[src/rtl/pht_pkg.sv]
// Shared definitions for the pattern history table: counter encodings, update FSM
// states and the 2-bit saturating counter step.
package pht_pkg;

    localparam logic [1:0] PHT_SNT = 2'b00;
    localparam logic [1:0] PHT_WNT = 2'b01;
    localparam logic [1:0] PHT_WT  = 2'b10;
    localparam logic [1:0] PHT_ST  = 2'b11;

    typedef enum logic {
        ST_INIT,
        ST_RUN
    } pht_state_e;

    // Saturating step: taken moves toward strongly-taken, not-taken toward strongly-NT.
    function automatic logic [1:0] pht_sat_upd(input logic [1:0] ctr, input logic taken);
        logic [1:0] nxt;
        case (ctr)
            PHT_SNT: nxt = taken ? PHT_WNT : PHT_SNT;
            PHT_WNT: nxt = taken ? PHT_WT  : PHT_SNT;
            PHT_WT:  nxt = taken ? PHT_ST  : PHT_WNT;
            default: nxt = taken ? PHT_ST  : PHT_WT;
        endcase
        return nxt;
    endfunction

endpackage

[src/rtl/pht_upd_fifo.sv]
// Small synchronous FIFO with full/empty flags; head is read straight from storage.
// Shared by the PHT and BTB update paths.
module pht_upd_fifo #(
    parameter int W     = 11,
    parameter int DEPTH = 4
) (
    input  logic         clk,
    input  logic         rst,
    input  logic         push,
    input  logic [W-1:0] push_data,
    input  logic         pop,
    output logic [W-1:0] head,
    output logic         full,
    output logic         empty
);

    localparam int AW = $clog2(DEPTH);

    // One extra pointer bit tells full from empty when the indices match.
    logic [AW:0]  wr_ptr;
    logic [AW:0]  rd_ptr;
    logic [W-1:0] mem [DEPTH];
    logic         do_push;
    logic         do_pop;

    assign do_push = push & ~full;
    assign do_pop  = pop & ~empty;

    always_ff @(posedge clk) begin
        if (rst) begin
            wr_ptr <= '0;
            rd_ptr <= '0;
        end else begin
            if (do_push) wr_ptr <= wr_ptr + (AW+1)'(1);
            if (do_pop)  rd_ptr <= rd_ptr + (AW+1)'(1);
        end
    end

    always_ff @(posedge clk) begin
        if (do_push) mem[wr_ptr[AW-1:0]] <= push_data;
    end

    assign head  = mem[rd_ptr[AW-1:0]];
    assign empty = (wr_ptr == rd_ptr);
    assign full  = (wr_ptr[AW] != rd_ptr[AW]) && (wr_ptr[AW-1:0] == rd_ptr[AW-1:0]);

endmodule

[src/rtl/pht_upd_ctrl.sv]
// PHT update controller: init sweep after reset, then a two-stage read-modify-write
// of saturating counters over RAM ports B (read) and C (write) with write forwarding.
module pht_upd_ctrl
    import pht_pkg::*;
#(
    parameter int         IDX_W      = 10,
    parameter int         FIFO_DEPTH = 4,
    parameter logic [1:0] INIT_VAL   = PHT_WNT
) (
    input  logic             clk,
    input  logic             rst,
    input  logic             upd_valid,
    output logic             upd_ready,
    input  logic [IDX_W-1:0] upd_index,
    input  logic             upd_taken,
    output logic             ram_rd_en,
    output logic [IDX_W-1:0] ram_rd_addr,
    input  logic [1:0]       ram_rd_data,
    output logic             ram_wr_en,
    output logic [IDX_W-1:0] ram_wr_addr,
    output logic [1:0]       ram_wr_data,
    output logic             init_busy
);

    typedef struct packed {
        logic [IDX_W-1:0] idx;
        logic             taken;
    } upd_ent_t;

    localparam int STAGES = 2;

    pht_state_e       state;
    pht_state_e       state_nx;
    logic [IDX_W-1:0] sweep;
    upd_ent_t         push_ent;
    upd_ent_t         head_ent;
    upd_ent_t         wr_ent;
    logic             fifo_full;
    logic             fifo_empty;
    logic             push;
    logic             pop;
    // vld_pipe[1]: WR stage holds an update; vld_pipe[2]: last cycle's write is forwardable
    logic [STAGES:1]  vld_pipe;
    logic [IDX_W-1:0] fwd_addr;
    logic [1:0]       fwd_data;
    logic [1:0]       old_ctr;
    logic [1:0]       new_ctr;

    assign push_ent  = '{idx: upd_index, taken: upd_taken};
    assign upd_ready = ~rst & ~fifo_full;
    assign push      = upd_valid & upd_ready;

    pht_upd_fifo #(
        .W     (IDX_W + 1),
        .DEPTH (FIFO_DEPTH)
    ) u_fifo (
        .clk       (clk),
        .rst       (rst),
        .push      (push),
        .push_data (push_ent),
        .pop       (pop),
        .head      (head_ent),
        .full      (fifo_full),
        .empty     (fifo_empty)
    );

    // Port B returns the pre-write value on a same-cycle collision, so the
    // previous write must override it.
    assign old_ctr = (vld_pipe[2] && (fwd_addr == wr_ent.idx)) ? fwd_data : ram_rd_data;
    assign new_ctr = pht_sat_upd(old_ctr, wr_ent.taken);

    always_ff @(posedge clk) begin
        if (rst) state <= ST_INIT;
        else     state <= state_nx;
    end

    always_comb begin
        state_nx    = state;
        pop         = 1'b0;
        init_busy   = 1'b1;
        ram_rd_en   = 1'b0;
        ram_rd_addr = '0;
        ram_wr_en   = 1'b0;
        ram_wr_addr = '0;
        ram_wr_data = '0;
        if (!rst) begin
            case (state)
                ST_INIT: begin
                    ram_wr_en   = 1'b1;
                    ram_wr_addr = sweep;
                    ram_wr_data = INIT_VAL;
                    if (&sweep) state_nx = ST_RUN;
                end
                ST_RUN: begin
                    init_busy = 1'b0;
                    pop       = ~fifo_empty;
                    ram_rd_en = pop;
                    if (pop) ram_rd_addr = head_ent.idx;
                    ram_wr_en = vld_pipe[1];
                    if (vld_pipe[1]) begin
                        ram_wr_addr = wr_ent.idx;
                        ram_wr_data = new_ctr;
                    end
                end
                default: state_nx = ST_INIT;
            endcase
        end
    end

    always_ff @(posedge clk) begin
        if (rst) begin
            sweep    <= '0;
            vld_pipe <= '0;
            wr_ent   <= '0;
            fwd_addr <= '0;
            fwd_data <= '0;
        end else begin
            if (state == ST_INIT) sweep <= sweep + IDX_W'(1);
            // Forward-valid only ever follows a RUN write, so it is clear entering RUN.
            vld_pipe <= {vld_pipe[1] & (state == ST_RUN), pop};
            if (pop) wr_ent <= head_ent;
            if (vld_pipe[1]) begin
                fwd_addr <= wr_ent.idx;
                fwd_data <= new_ctr;
            end
        end
    end

endmodule
[config.mk]
export PLATFORM = sky130hd
export DESIGN_NAME = pht_upd_ctrl
export DESIGN_NICKNAME = d
export VERILOG_FILES = /design/src/rtl/pht_pkg.sv /design/src/rtl/pht_upd_fifo.sv /design/src/rtl/pht_upd_ctrl.sv
export SDC_FILE = /design/constraint.sdc
export NUM_CORES = 1
export LEC_CHECK = 0
export BUFFER_PORTS_ARGS = -buffer_cell sky130_fd_sc_hd__buf_2
export CORE_ASPECT_RATIO = 0.75
export CORE_MARGIN = 3
export CORE_UTILIZATION = 50
export CTS_CLUSTER_SIZE = 8
export DETAILED_ROUTE_END_ITERATION = 8
export GPL_TIMING_DRIVEN = 1
export PLACE_DENSITY = 0.76
export SLEW_MARGIN = 30
export SYNTH_ARGS = -nofsm -noshare
export SYNTH_HDL_FRONTEND = slang
export SYNTH_HIERARCHICAL = 1
export SYNTH_SLANG_ARGS = --single-unit
[constraint.sdc]
create_clock -name clk -period 2.7 [get_ports clk]
set_input_delay 0 -clock clk [delete_from_list [all_inputs] [get_ports clk]]
set_output_delay 0 -clock clk [all_outputs]
set_load 0.05 [all_outputs]
---- Word level (Yosys, flattened, before mapping) ----
Memory sizes are Yosys's and may differ from the RTL's. A register that Yosys moved wholly into a read port is not among the register bits.
Index checks and enable logic that the tools add are counted.
storage, ports and cells
  register bits after elaboration ......... 42
  memory bits (writable) .................. 44
  bits of input ports ..................... 16
  output and inout port bits .............. 26
  memories kept ........................... 1
memory list
  name        depth  width  read ports  clocked after memory_dff  write ports  line                RTL
  u_fifo.mem  4      11     1           1                         1            pht_upd_fifo.sv:22  logic [W-1:0] mem [DEPTH];
cells by class
  add/subtract/negate cells ............... 3
  eq/ne operators ......................... 6
  multiplexer cells ....................... 27
  bitwise gates (word level) .............. 9
  reduce and logical (&&, ||, !) cells .... 4
operators by type and width
  operator                                                                count
  10-bit two-way mux                                                      5
  10-bit one-hot mux with 2 select lines                                  1
  2-bit two-way mux                                                       7
  1-bit two-way mux                                                       11
  10-bit by 1-bit adder with 10-bit output (second input constant)        1
  10-bit equality test                                                    1
  10-bit AND reduction                                                    1
  3-bit by 1-bit adder with 3-bit output (second input constant)          2
  2-bit one-hot mux with 3 select lines                                   1
  1-bit bitwise AND                                                       5
  1-bit inverter                                                          4
  2-bit one-hot mux with 2 select lines                                   1
  3-bit equality test                                                     1
  2-bit by 1-bit equality test with 1-bit output (second input constant)  1
  2-bit equality test                                                     1
  2-bit equality test (second input constant)                             1
  1-bit logical AND                                                       2
  2-bit zero test                                                         1
  1-bit one-hot mux with 2 select lines                                   1
  1-bit inequality test                                                   1

---- Logic depth before layout (Yosys ltp) ----
Gate-level depths: netlist of run 1.
  word-level depth ........................ 8
  gate-level depth with buffers ........... 10

---- By module ----
The synthesis of run 1 kept the hierarchy.
by module, submodules not included
  module        times used  cells each  area each (µm²)  sequential area each (µm²)
  pht_upd_fifo  1           125         2159.6           1481.4
  pht_upd_ctrl  1           231         1859.3           720.7

---- Worst setup path before layout of run 1 ----
Ideal clock, no wire load.
  path kind ............................... reg-to-reg
  from .................................... reg u_fifo.rd_ptr[1]
  to ...................................... mem u_fifo.mem[3][0] (enable)
  library setup time ...................... 386 ps
  arrival ................................. 2574 ps
  required time ........................... 2314 ps
  path slack .............................. -260 ps
  cell stages (with the launch flop) ...... 9
  path buffers ............................ 1
  period minus slack after synthesis ...... 2960 ps
  path through ............................ dfxtp_1 clkbuf_4 xnor2_1 nand2_1 nor2_1 nor2_1 and2_1 nand2_1 a31oi_1
on the way
  longest elaborated chain between the ends .. 8
ends and longest elaborated chain
  item                                     line                RTL
  start: declaration                       pht_upd_fifo.sv:21  logic [AW:0] rd_ptr;
  start signal: assignment                 pht_upd_fifo.sv:35  if (do_pop) rd_ptr <= rd_ptr + (AW+1)'(1);
  2-bit equality test                      pht_upd_fifo.sv:45  assign full = (wr_ptr[AW] != rd_ptr[AW]) && (wr_ptr[AW-1:0] == rd_ptr[AW-1:0]);
  1-bit logical AND                        pht_upd_fifo.sv:45
  via fifo_full                            pht_upd_ctrl.sv:38  logic fifo_full;
  1-bit inverter                           pht_upd_ctrl.sv:50  assign upd_ready = ~rst & ~fifo_full;
  1-bit bitwise AND                        pht_upd_ctrl.sv:50
  via upd_ready                            pht_upd_ctrl.sv:13  output logic upd_ready,
  1-bit bitwise AND                        pht_upd_ctrl.sv:51  assign push = upd_valid & upd_ready;
  via push                                 pht_upd_ctrl.sv:40  logic push;
  1-bit bitwise AND                        pht_upd_fifo.sv:26  assign do_push = push & ~full;
  1-bit two-way mux                        pht_upd_fifo.sv:40  if (do_push) mem[wr_ptr[AW-1:0]] <= push_data;
  1-bit two-way mux (implied by the code)  pht_upd_fifo.sv:40
  end: declaration                         pht_upd_fifo.sv:22
The timed path passes the listed nets, and every way through them passes these cells.

---- Worst setup path in the final report of run 1 ----
  from .................................... reg u_fifo.wr_ptr[2]
  to ...................................... mem u_fifo.mem[3][0] (enable)
on the way
  longest elaborated chain between the ends .. 8
ends and longest elaborated chain
  item                                     line                RTL
  start: declaration                       pht_upd_fifo.sv:20  logic [AW:0] wr_ptr;
  start signal: assignment                 pht_upd_fifo.sv:34  if (do_push) wr_ptr <= wr_ptr + (AW+1)'(1);
  1-bit inequality test                    pht_upd_fifo.sv:45
  1-bit logical AND                        pht_upd_fifo.sv:45
  via fifo_full                            pht_upd_ctrl.sv:38
  1-bit inverter                           pht_upd_ctrl.sv:50
  1-bit bitwise AND                        pht_upd_ctrl.sv:50
  1-bit bitwise AND                        pht_upd_ctrl.sv:51
  via push                                 pht_upd_ctrl.sv:40
  1-bit bitwise AND                        pht_upd_fifo.sv:26
  1-bit two-way mux                        pht_upd_fifo.sv:40
  1-bit two-way mux (implied by the code)  pht_upd_fifo.sv:40
The timed path passes the listed nets, and every way through them passes these cells.

==> metrics.md, run 1 <==
| Metric | Value |
|---|---|
| Clock sinks | `88` |
| Antenna violations before repair | `0` |
| PostCTS Resize Cnt | `0` |
| Yosys warns | `6` |
| Routed WL | `approximately 8400 um` |
| CTS tree | `built` |
| Most area-consuming cells after synthesis | `edfxtp_1, dfxtp_1, mux4_2` |
| CP Class | `reg2reg` |
| Synthesized area | `4020 um^2` |
| Tmin final | `2.44 ns` |
| Dpl hpwl | `approximately 5700 um` |
| Global route overflow | `0` |
| RSZ-0062 raised after global routing | `no` |
| Standard-cell row count | `27` |
| Fin nets | `432` |
| Crit Reg-Reg Endpoint | `u_fifo/mem[3][0]` |
| Maximum vdd drop | `361 uV` |
| Primary FF master, synth | `edfxtp_1` |
| Worst rel slew slack | `0.449` |
| Root cell of the clock tree | `clkbuf_8` |
| Hold_ws | `0.0407 ns` |
| Clock share of power | `0.338` |
| Max Fclk | `409 MHz` |
| Number of fill cells | `623` |
| Power per Cell Area | `roughly 520 nW/um^2` |
| Max Slew Vio Count | `0` |
| Synth Register Bits | `88` |
| Leakage | `1.75 nW` |
| WHS Path Cells | `2` |
| First-pass GRT wire length | `14000 um` |
| MaxCap Viol Count | `0` |
| Sequential share of power | `0.594` |
| Reg2Reg Setup Slack | `0.26 ns` |
| Synth unique cells | `53` |
| DR vias | `2864` |
| # H-tree levels | `3` |
| Hold Path End | `fwd_addr[4]` |
| Worst Setup End Kind | `flip-flop` |
| Worst slew pin tran | `0.823 ns` |
| Core area | `7570 um^2` |
| Pint | `about 1.9 mW` |
| Worst path arrival time | `approximately 2.4 ns` |
| Async S/R FF share, synth | `0` |
| Vias in the first global route | `2851` |
| Psw | `0.553 mW` |
| Placer Congestion | `0.899` |
| Setup Skew | `approximately 0.011 ns` |
| Hold Startpoint | `rst` |
| Cell total after placement | `489` |
| Post-synth top area share | `0.329` |
| Post-synth EDFFs | `between 40 and 50` |
| Finished Layout Cells | `516` |
| Fraction of layout cells with a size suffix above 1 | `0.207` |
| Sw frac | `0.228` |
| Drt first pass iters | `5` |
| Die ar. | `around 9000 um^2` |
| Routed len/inst | `16.2 um` |
| Endpoints failing setup | `0` |
| Vias/cell | `approximately 5.6` |
| Reg2Reg Depth | `6` |
| Most area-hungry cell type in the Yosys netlist | `edfxtp_1` |
| Setup_tns | `0 ns` |
| Clock transition at the registers of the reported paths | `about 0.08 ns` |
| Gr usage total | `0.199` |
| Largest net degree at the start of global routing | `slightly above 40` |
| Worst skew pair latency | `0.36 ns` |
| Top Ports | `42` |
| CP Data Required Time | `2.69 ns` |
| 1st-iter DRT viols | `193` |
| Syn avg cell area | `11.3 um^2` |
| Run status | `completed` |
| Final Hold Vio Count | `0` |
| Max Root-Sink Buffers | `2` |
| Drt drc | `0` |
| Post-synthesis sequential area ratio | `0.548` |
| Post-Syn Nets | `378` |
| Die width | `110 um` |
| Die Y-Extent | `83.6 um` |
| Worst r2r src | `u_fifo/wr_ptr[2]` |
| P&R area growth vs syn | `15.1%` |
| Period utilisation layout | `0.905` |
| Storage element area | `approximately 2200 um^2` |
| Synth Instances | `356` |
| Initial cell density of the core | `0.531` |
| N_diodes | `0` |
| Final ANT Viol Nets | `0` |
| Comb pwr share | `0.069` |
| Startpoint types | `flip-flop` |
| Max FO, Critical Path | `11` |
| Multi-input gate area | `1660 um^2` |
| CTS Buf Count | `9` |
| Port Buffer Count | `41` |
| Hold Crit Class | `in2reg` |
-- metrics by stage --
| step | worst slack, ns | area (um^2) | util | total power, mW |
|---|---|---|---|---|
| finish | 0.257 | 4630 | 0.611 | 2.43 |
| global route | 0.0377 | 4630 | 0.611 | 2.53 |
| CTS | 0.268 | 4630 | 0.611 | 2.44 |
| detailed placement | 0.289 | 4340 | 0.573 | 1.62 |
| global placement | 0.379 | 4340 | 0.573 | 1.62 |
| floorplan | 0.0751 | 4030 | - | 1.57 |
-- power by group through the flow --
| stage | Clock (mW) | Sequential [mW] | Combinational (mW) |
|---|---|---|---|
| floorplan | 0 | 1.47 | 0.100 |
| global placement | 0 | 1.47 | 0.148 |
| detailed placement | 0 | 1.47 | 0.152 |
| CTS | 0.838 | 1.44 | 0.165 |
| global route | 0.908 | 1.44 | 0.183 |
| finish | 0.820 | 1.44 | 0.167 |
-- final cells by class --
type,count,share of cell area
Timing Repair Buffer,62,0.0844
Multi-Input combinational cell,229,0.358
Clock inverter,3,0.00406
Inverter,20,0.0162
Sequential cell,88,0.476
Tap cell,101,0.0273
Clock buffer,13,0.0343
-- layout by cell type, fill, tap and decap left out, types with 2 or more instances in the layout --
master	Yosys	layout
nor3_1	2	2
nand3b_1	2	2
nand2_1	30	30
dfxtp_1	44	44
nor3b_1	4	4
xor2_1	16	16
edfxtp_1	44	44
mux4_2	11	11
o21ai_0	4	4
nor2b_1	2	2
a21oi_1	26	26
nor2_1	31	30
clkbuf_8	1	11
o211ai_1	6	6
ha_1	6	6
buf_4	0	10
and3_1	2	2
clkinv_2	0	2
dlygate4sd3_1	0	11
xnor2_1	8	8
nand3_1	14	14
mux2i_1	13	13
nand2b_1	10	10
a41oi_1	3	3
nand4_1	7	7
and4_1	2	2
clkbuf_1	10	2
inv_1	19	19
buf_2	2	41
and2_1	4	4
a31oi_1	5	4
-- worst max path at each step --
| stage | endpoint | slack, ns | cells past startpoint | start |
|---|---|---|---|---|
| after detailed placement | u_fifo/mem[3][9] | 0.29 | 6 | u_fifo/wr_ptr[2] |
| after floorplan | u_fifo/rd_ptr[2] | 0.08 | 8 | state |
| after global routing | ram_rd_addr[0] | 0.04 | 7 | u_fifo/rd_ptr[2] |
| final | u_fifo/mem[3][0] | 0.26 | 6 | u_fifo/wr_ptr[2] |
| after CTS | u_fifo/mem[3][0] | 0.27 | 6 | u_fifo/wr_ptr[2] |
| after global placement | u_fifo/mem[3][9] | 0.38 | 6 | u_fifo/wr_ptr[2] |
-- synth_stat cells, drive strengths merged, types with 2 or more instances --
cell,n
a211o,2
a211oi,2
a21oi,26
a31oi,5
a41oi,3
and2,4
and3,2
and4,2
buf,7
clkbuf,12
dfxtp,44
edfxtp,44
ha,6
inv,20
mux2i,13
mux4,11
nand2,30
nand2b,10
nand3,14
nand3b,2
nand4,8
nor2,31
nor2b,2
nor3,3
nor3b,4
o211ai,6
o21ai,5
or3,2
or4,2
xnor2,8
xor2,17
-- layer usage --
metal | global-route usage | vias up | wire [um]
met4 | 0.0544 | 0 | 103
li1 | - | 1376 | -
met3 | 0.0642 | 10 | 455
met2 | 0.315 | 83 | 4090
met1 | 0.263 | 1395 | 3730
met5 | 0 | - | 0
-- kinds of logic after synthesis --
group,count (synthesis),synth area share
AND/OR/NAND/NOR,118,0.153
adder cells (fa/ha/maj),7,0.0212
AO/OA/AOI/OAI,55,0.0853
flip-flops,88,0.548
multiplexers,24,0.0940
XOR/XNOR,25,0.0564
buffers and inverters,39,0.0423
-- critical path, cell delays in order, from the launching register on --
cell and delay (ns):
dfxtp_1 0.36, xnor2_1 0.44, nor2_1 0.10, nor2_2 0.10
and2_1 0.24, nand2_1 0.16, a31oi_2 0.68
-- sequential cells by signal, indices dropped and copies added (netlist names), named ones only --
| signal | flops |
|---|---|
| u_fifo/mem | 44 |
| fwd_data | 2 |
| u_fifo/wr_ptr | 3 |
| vld_pipe | 2 |
| state | 1 |
| sweep | 10 |
| fwd_addr | 10 |
| wr_ent | 11 |
| u_fifo/rd_ptr | 3 |
-- what timing repair did --
item / in CTS / in global routing
endpoints found under the setup margin: 0 / 0
hold buffers: 11 / 0
endpoints found under the hold margin: 44 / 0
setup buffers: 0 / 0
Note: power is estimated with default switching activity, not from simulation.
==> run 2: changes to the inputs <==
==> constraint.sdc (replaced) <==
create_clock -name clk -period 2.59 [get_ports clk]
set_input_delay 0 -clock clk [delete_from_list [all_inputs] [get_ports clk]]
set_output_delay 0 -clock clk [all_outputs]
set_load 0.05 [all_outputs]
==> metrics.md, run 2 (synthesis gave the netlist of run 1 again) <==
| Metric | Value |
|---|---|
| Final Hold Vio Count | `0` |
| Max FO, Critical Path | `11` |
| Fin nets | `431` |
| Top Ports | `42` |
| Worst rel slew slack | `0.472` |
| Max Slew Vio Count | `0` |
| Tmin final | `2.39 ns` |
| Hold_ws | `0.103 ns` |
| Final ANT Viol Nets | `0` |
| Routed WL | `7670 um` |
| Vias/cell | `5.46` |
| Drt drc | `0` |
| 1st-iter DRT viols | `172` |
| Clock sinks | `88` |
| Reg2Reg Setup Slack | `roughly 0.20 ns` |
| RSZ-0062 raised after global routing | `no` |
| Die Y-Extent | `83.6 um` |
| # H-tree levels | `3` |
| N_diodes | `0` |
| Dpl hpwl | `5450 um` |
| Initial cell density of the core | `0.531` |
| Port Buffer Count | `41` |
| First-pass GRT wire length | `13000 um` |
| Clock share of power | `0.329` |
| Pint | `approximately 1.9 mW` |
| Standard-cell row count | `27` |
| Global route overflow | `0` |
| Worst path arrival time | `2.37 ns` |
| Worst skew pair latency | `0.35 ns` |
| Run status | `completed` |
| Largest net degree at the start of global routing | `32` |
| Leakage | `between 1.5 and 2 nW` |
| Placer Congestion | `0.870` |
| Die width | `roughly 110 um` |
| Commonest cells after routing, fill and taps aside | `dfxtp_1, edfxtp_1, buf_2, nand2_1, nor2_1` |
| Endpoints failing setup | `0` |
| MaxCap Viol Count | `0` |
| Root cell of the clock tree | `clkbuf_8` |
| Vias in the first global route | `between 2000 and 3000` |
| Startpoint types | `flip-flop` |
| Sw frac | `0.235` |
| P&R area growth vs syn | `14.8%` |
| Gr usage total | `0.181` |
| Worst Setup End Kind | `flip-flop` |
| CTS tree | `built` |
| Antenna violations before repair | `0` |
| Routed len/inst | `roughly 15 um` |
| CP Data Required Time | `~2.6 ns` |
| Core area | `7570 um^2` |
| Setup Skew | `0.0105 ns` |
| Worst slew pin tran | `0.790 ns` |
| CTS Buf Count | `9` |
| Drt first pass iters | `5` |
| Comb pwr share | `0.067` |
| Max Fclk | `approximately 420 MHz` |
| Max reg flops | `44` |
| Period utilisation layout | `0.923` |
| Sequential share of power | `0.604` |
| Setup_tns | `0 ns` |
| DR vias | `~2800` |
| Psw | `slightly below 0.6 mW` |
| Hold Crit Class | `in2reg` |
| Multi-input gate area | `1660 um^2` |
| Power per Cell Area | `between 500 and 600 nW/um^2` |
| CP Class | `reg2reg` |
| Number of fill cells | `607` |
| Clock transition at the registers of the reported paths | `~0.090 ns` |
| Max Root-Sink Buffers | `2` |
| Fin util | `0.610` |
| Die ar. | `9160 um^2` |
| Storage element area | `2200 um^2` |
| Maximum vdd drop | `246 uV` |
| Fraction of layout cells with a size suffix above 1 | `0.208` |
## run 2: metal layers
metal / global-route usage / up-vias / part of all wire
met5: 0 / - / 0
met4: 0.0555 / 0 / 0.0055
met3: 0.0603 / 6 / 0.063
met2: 0.271 / 87 / 0.46
met1: 0.250 / 1343 / 0.47
li1: - / 1375 / -
## run 2: stage by stage
step | power [mW] | cell area (um^2) | worst slack [ns] | cells
after floorplan | 1.64 | 4030 | 0.0557 | 356
after global placement | 1.69 | 4330 | 0.286 | 488
after detailed placement | 1.69 | 4330 | 0.193 | 488
after CTS | 2.51 | 4610 | 0.176 | 515
after global routing | 2.60 | 4610 | 0.000824 | 515
final | 2.49 | 4610 | 0.200 | 515
## run 2: worst max-delay path, cell delays in order (launching register included)
cell     delay, ns
dfxtp_1       0.36
xnor2_1       0.43
nor2_1        0.10
nor2_2        0.11
and2_1        0.24
nand2_1       0.14
a31oi_2       0.65
## run 2: what timing repair did
action	CTS	global route
hold endpoints to repair	44	0
buffers inserted	0	0
endpoints found under the setup margin	0	8
gates resized for setup	0	1
hold buffers	11	0
## run 2: power by group through the flow
stage | Sequential, mW | Combinational, mW | Clock, mW
after detailed placement | 1.54 | 0.152 | 0
final | 1.50 | 0.167 | 0.819
after floorplan | 1.53 | 0.104 | 0
after global routing | 1.51 | 0.185 | 0.905
after CTS | 1.50 | 0.166 | 0.841
after global placement | 1.53 | 0.151 | 0
## run 2: path summary, 6_finish.rpt
path | startpoint | end | depth (start not counted)
hold reg to reg | wr_ent[4] | wr_ent[4] | 2
setup / recovery | u_fifo/wr_ptr[2] | u_fifo/mem[3][6] | 6
setup reg to reg | u_fifo/wr_ptr[2] | u_fifo/mem[3][6] | 6
hold / removal | rst | sweep[5] | 2
## run 2: layout make-up
class	instances	area share
flip-flops and latches	88	0.477
multi-input cells	229	0.359
well taps	101	0.0274
repair buffers	61	0.0830
clock inverters	6	0.00949
clock buffers	10	0.0277
inverters	20	0.0163
==> run 3: changes to the inputs <==
--- a/config.mk
+++ b/config.mk
@@ -5,6 +5,7 @@
 export SDC_FILE = /design/constraint.sdc
 export NUM_CORES = 1
 export LEC_CHECK = 0
+export ABC_AREA = 1
 export BUFFER_PORTS_ARGS = -buffer_cell sky130_fd_sc_hd__buf_2
 export CORE_ASPECT_RATIO = 0.75
 export CORE_MARGIN = 3
@@ -12,7 +13,7 @@
 export CTS_CLUSTER_SIZE = 8
 export DETAILED_ROUTE_END_ITERATION = 8
 export GPL_TIMING_DRIVEN = 1
-export PLACE_DENSITY = 0.76
+export PLACE_DENSITY = 0.77
 export SLEW_MARGIN = 30
 export SYNTH_ARGS = -nofsm -noshare
 export SYNTH_HDL_FRONTEND = slang
==> metrics.md, run 3 <==
| Metric | Value |
|---|---|
| Top delay family on crit path | `buffers and inverters` |
| Final Hold Vio Count | `0` |
| Crit-path max cell delay | `0.42 ns` |
| Root cell of the clock tree | `clkbuf_8` |
| Max reg flops | `44` |
| Hold Startpoint | `rst` |
| Gr usage total | `0.206` |
| Dpl hpwl | `between 6000 and 7000 um` |
| Syn avg cell area | `8.31 um^2` |
| Top Ports | `42` |
| WP buf/inv | `5` |
| Reg2Reg Setup Slack | `approximately 0.47 ns` |
| Fin nets | `552` |
| Post-Syn Nets | `around 500` |
| Max FO, Critical Path | `11` |
| Max Fclk | `472 MHz` |
| 1st-iter DRT viols | `~210` |
| Worst Setup End Kind | `flip-flop` |
| MaxCap Viol Count | `0` |
| Post-synthesis sequential area ratio | `0.553` |
| Port Buffer Count | `between 40 and 50` |
| Post-synth EDFFs | `44` |
| CTS tree | `built` |
| Most numerous cell on the critical path | `inv_1` |
| Commonest non-fill, non-tap cell in the layout | `nand2_1` |
| Synth unique cells | `28` |
| Antenna violations before repair | `0` |
| Leakage | `1.86 nW` |
| Post-synthesis compound-gate area fraction | `0.123` |
| CP Class | `reg2reg` |
| Max Root-Sink Buffers | `2` |
| P&R area growth vs syn | `16.7%` |
| First-pass GRT wire length | `14700 um` |
| CP Data Required Time | `2.59 ns` |
| Synth Register Bits | `88` |
| Adder-Cell Fraction of Synth Area | `0.0189` |
| XOR/XNOR Fraction of Synth Area | `0.00660` |
| Die ar. | `9080 um^2` |
| PostCTS Resize Cnt | `0` |
| Worst path arrival time | `2.12 ns` |
| Async S/R FF share, synth | `0` |
| Synthesized-area fraction occupied by and/or/nand/nor cells | `0.224` |
| Post-synth top area share | `0.332` |
| Startpoint types | `flip-flop` |
| Worst r2r src | `u_fifo/wr_ptr[0]` |
| Worst rel slew slack | `0.592` |
| Die Y-Extent | `83.3 um` |
| Yosys warns | `6` |
| Period utilisation layout | `0.818` |
| Most common cell in the netlist | `nand2_1` |
| Primary FF master, synth | `edfxtp_1` |
| Clock sinks | `88` |
| Top post-synthesis cells by count | `nand2_1, nor2_1, inv_1` |
| Fraction of layout cells with a size suffix above 1 | `0.142` |
| Post-synthesis mux area share | `0` |
| Drt first pass iters | `5` |
| Worst-path cell chain | `inv_1 > nand2_1 > nand2_2 > nand3_4 > inv_1 > nor3b_1 > buf_4 > nand2_1 > inv_1 > nand2_1 > inv_1` |
| RSZ-0062 raised after global routing | `no` |
| Clock transition at the registers of the reported paths | `0.09 ns` |
| Hold Path End | `vld_pipe[1]` |
| Core area | `7530 um^2` |
| Largest net degree at the start of global routing | `44` |
| Maximum vdd drop | `293 uV` |
| Total power | `2.80 mW` |
| # H-tree levels | `3` |
| DR vias | `3344` |
| Tmin final | `2.12 ns` |
| Reg2Reg Depth | `11` |
| Run status | `completed` |
| Global route overflow | `0` |
| Final ANT Viol Nets | `0` |
| Worst skew pair latency | `0.36 ns` |
| Synthesized area | `3980 um^2` |
| Drt drc | `0` |
| Setup_tns | `0 ns` |
| Most area-consuming cells after synthesis | `edfxtp_1, dfxtp_1, nand2_1` |
| Max Slew Vio Count | `0` |
| Endpoints failing setup | `0` |
| Commonest cells after routing, fill and taps aside | `nand2_1, nor2_1, inv_1, dfxtp_1, edfxtp_1` |
| Crit Reg-Reg Endpoint | `u_fifo/mem[3][2]` |
| Standard-cell row count | `27` |
| Placer Congestion | `0.809` |
| WHS Path Cells | `4` |
| Hold Crit Class | `in2reg` |
| Most area-hungry cell type in the Yosys netlist | `edfxtp_1` |
| Vias/cell | `5.26` |
| Worst slew pin tran | `0.611 ns` |
| CTS Buf Count | `9` |
| N_diodes | `0` |
| CP max stage cell | `dfxtp_1` |
| Largest family of logic cells by synthesized area | `simple AND/OR/NAND/NOR gates` |
| Vias in the first global route | `3153` |
| Initial cell density of the core | `0.529` |
| Routed WL | `between 8000 and 9000 um` |
| Setup Skew | `around 0.014 ns` |
| Synth Instances | `479` |
| Routed len/inst | `about 14 um` |
| Die width | `109 um` |
| Power per Cell Area | `~600 nW/um^2` |
==> run 3: changes by cell type in the layout (fill, tap and decap cells not counted), moves of 9 or more <==
cell,before,now
nand2_1,30,107
inv_1,19,53
o21ai_0,4,38
nor2_1,30,63
a21oi_1,26,43
xor2_1,16,2
mux2i_1,13,0
mux4_2,11,0
nand2b_1,10,0
o22ai_1,1,11
nand3_1,14,23
==> run 3: power by group <==
part           leakage, nW  total [mW]  switching, mW  internal, mW
registers            0.755        1.49         0.0110          1.48
clock network        0.127        1.17          0.473         0.692
logic                0.977       0.147         0.0975        0.0498
total                 1.86        2.80          0.581          2.22
==> run 3: worst max-delay path by stage <==
stage                                start  depth (start not counted)  slack (ns)                to
after floorplan           u_fifo/wr_ptr[0]                          8        0.34  u_fifo/mem[0][0]
after global placement    u_fifo/wr_ptr[0]                         11        0.54  u_fifo/mem[3][7]
after detailed placement  u_fifo/wr_ptr[0]                         11        0.46  u_fifo/mem[3][2]
after CTS                 u_fifo/wr_ptr[0]                         11        0.45  u_fifo/mem[3][2]
after global routing      u_fifo/wr_ptr[0]                         11        0.25  u_fifo/mem[3][3]
final                     u_fifo/wr_ptr[0]                         11        0.47  u_fifo/mem[3][2]
==> run 3: stage by stage <==
stage          setup slack, ns  hold slack, ns  utilization  instance area [um^2]  std cells
6_report                 0.472          0.0556        0.617                  4650        636
4_1_cts                  0.447          0.0488        0.617                  4650        636
5_1_grt                  0.248           0.101        0.617                  4650        636
2_1_floorplan            0.337          0.0989            -                  3980        479
3_3_place_gp             0.539           0.214        0.569                  4290        609
3_5_place_dp             0.464           0.217        0.569                  4290        609
==> run 3: area by class of cell <==
type | count | area [um^2]
fill | 645 | 2880
sequential | 88 | 2200
multi-input combinational | 314 | 1480
timing repair buffer | 59 | 368
inverter | 58 | 218
clock buffer | 11 | 151
tap | 101 | 126
clock inverter | 5 | 103
==> run 3: cell families after synthesis <==
kind of cell,count (synthesis)
XOR/XNOR,3
flip-flops,88
adder cells (fa/ha/maj),6
AO/OA/AOI/OAI,94
AND/OR/NAND/NOR,211
buffers and inverters,77
==> run 3: what timing repair did <==
action / CTS / global route
buffers inserted: 0 / 0
endpoints found under the hold margin: 44 / 0
hold buffers: 11 / 0
endpoints found under the setup margin: 0 / 0
==> run 3: layer usage <==
metal  routed length (um)  global-route usage  share of wire  up-vias
met2                 4270               0.334           0.48       98
met3                  619              0.0528          0.070       11
li1                     -                   -              -     1664
met5                    0                   0              0        -
met4                  106              0.0665          0.012        0
met1                 3840               0.269           0.43     1571
==> run 3: worst min-delay path: stages <==
cell and delay, ns:
buf_2 0.12, nor2_1 0.06, inv_2 0.14, nor2_1 0.05
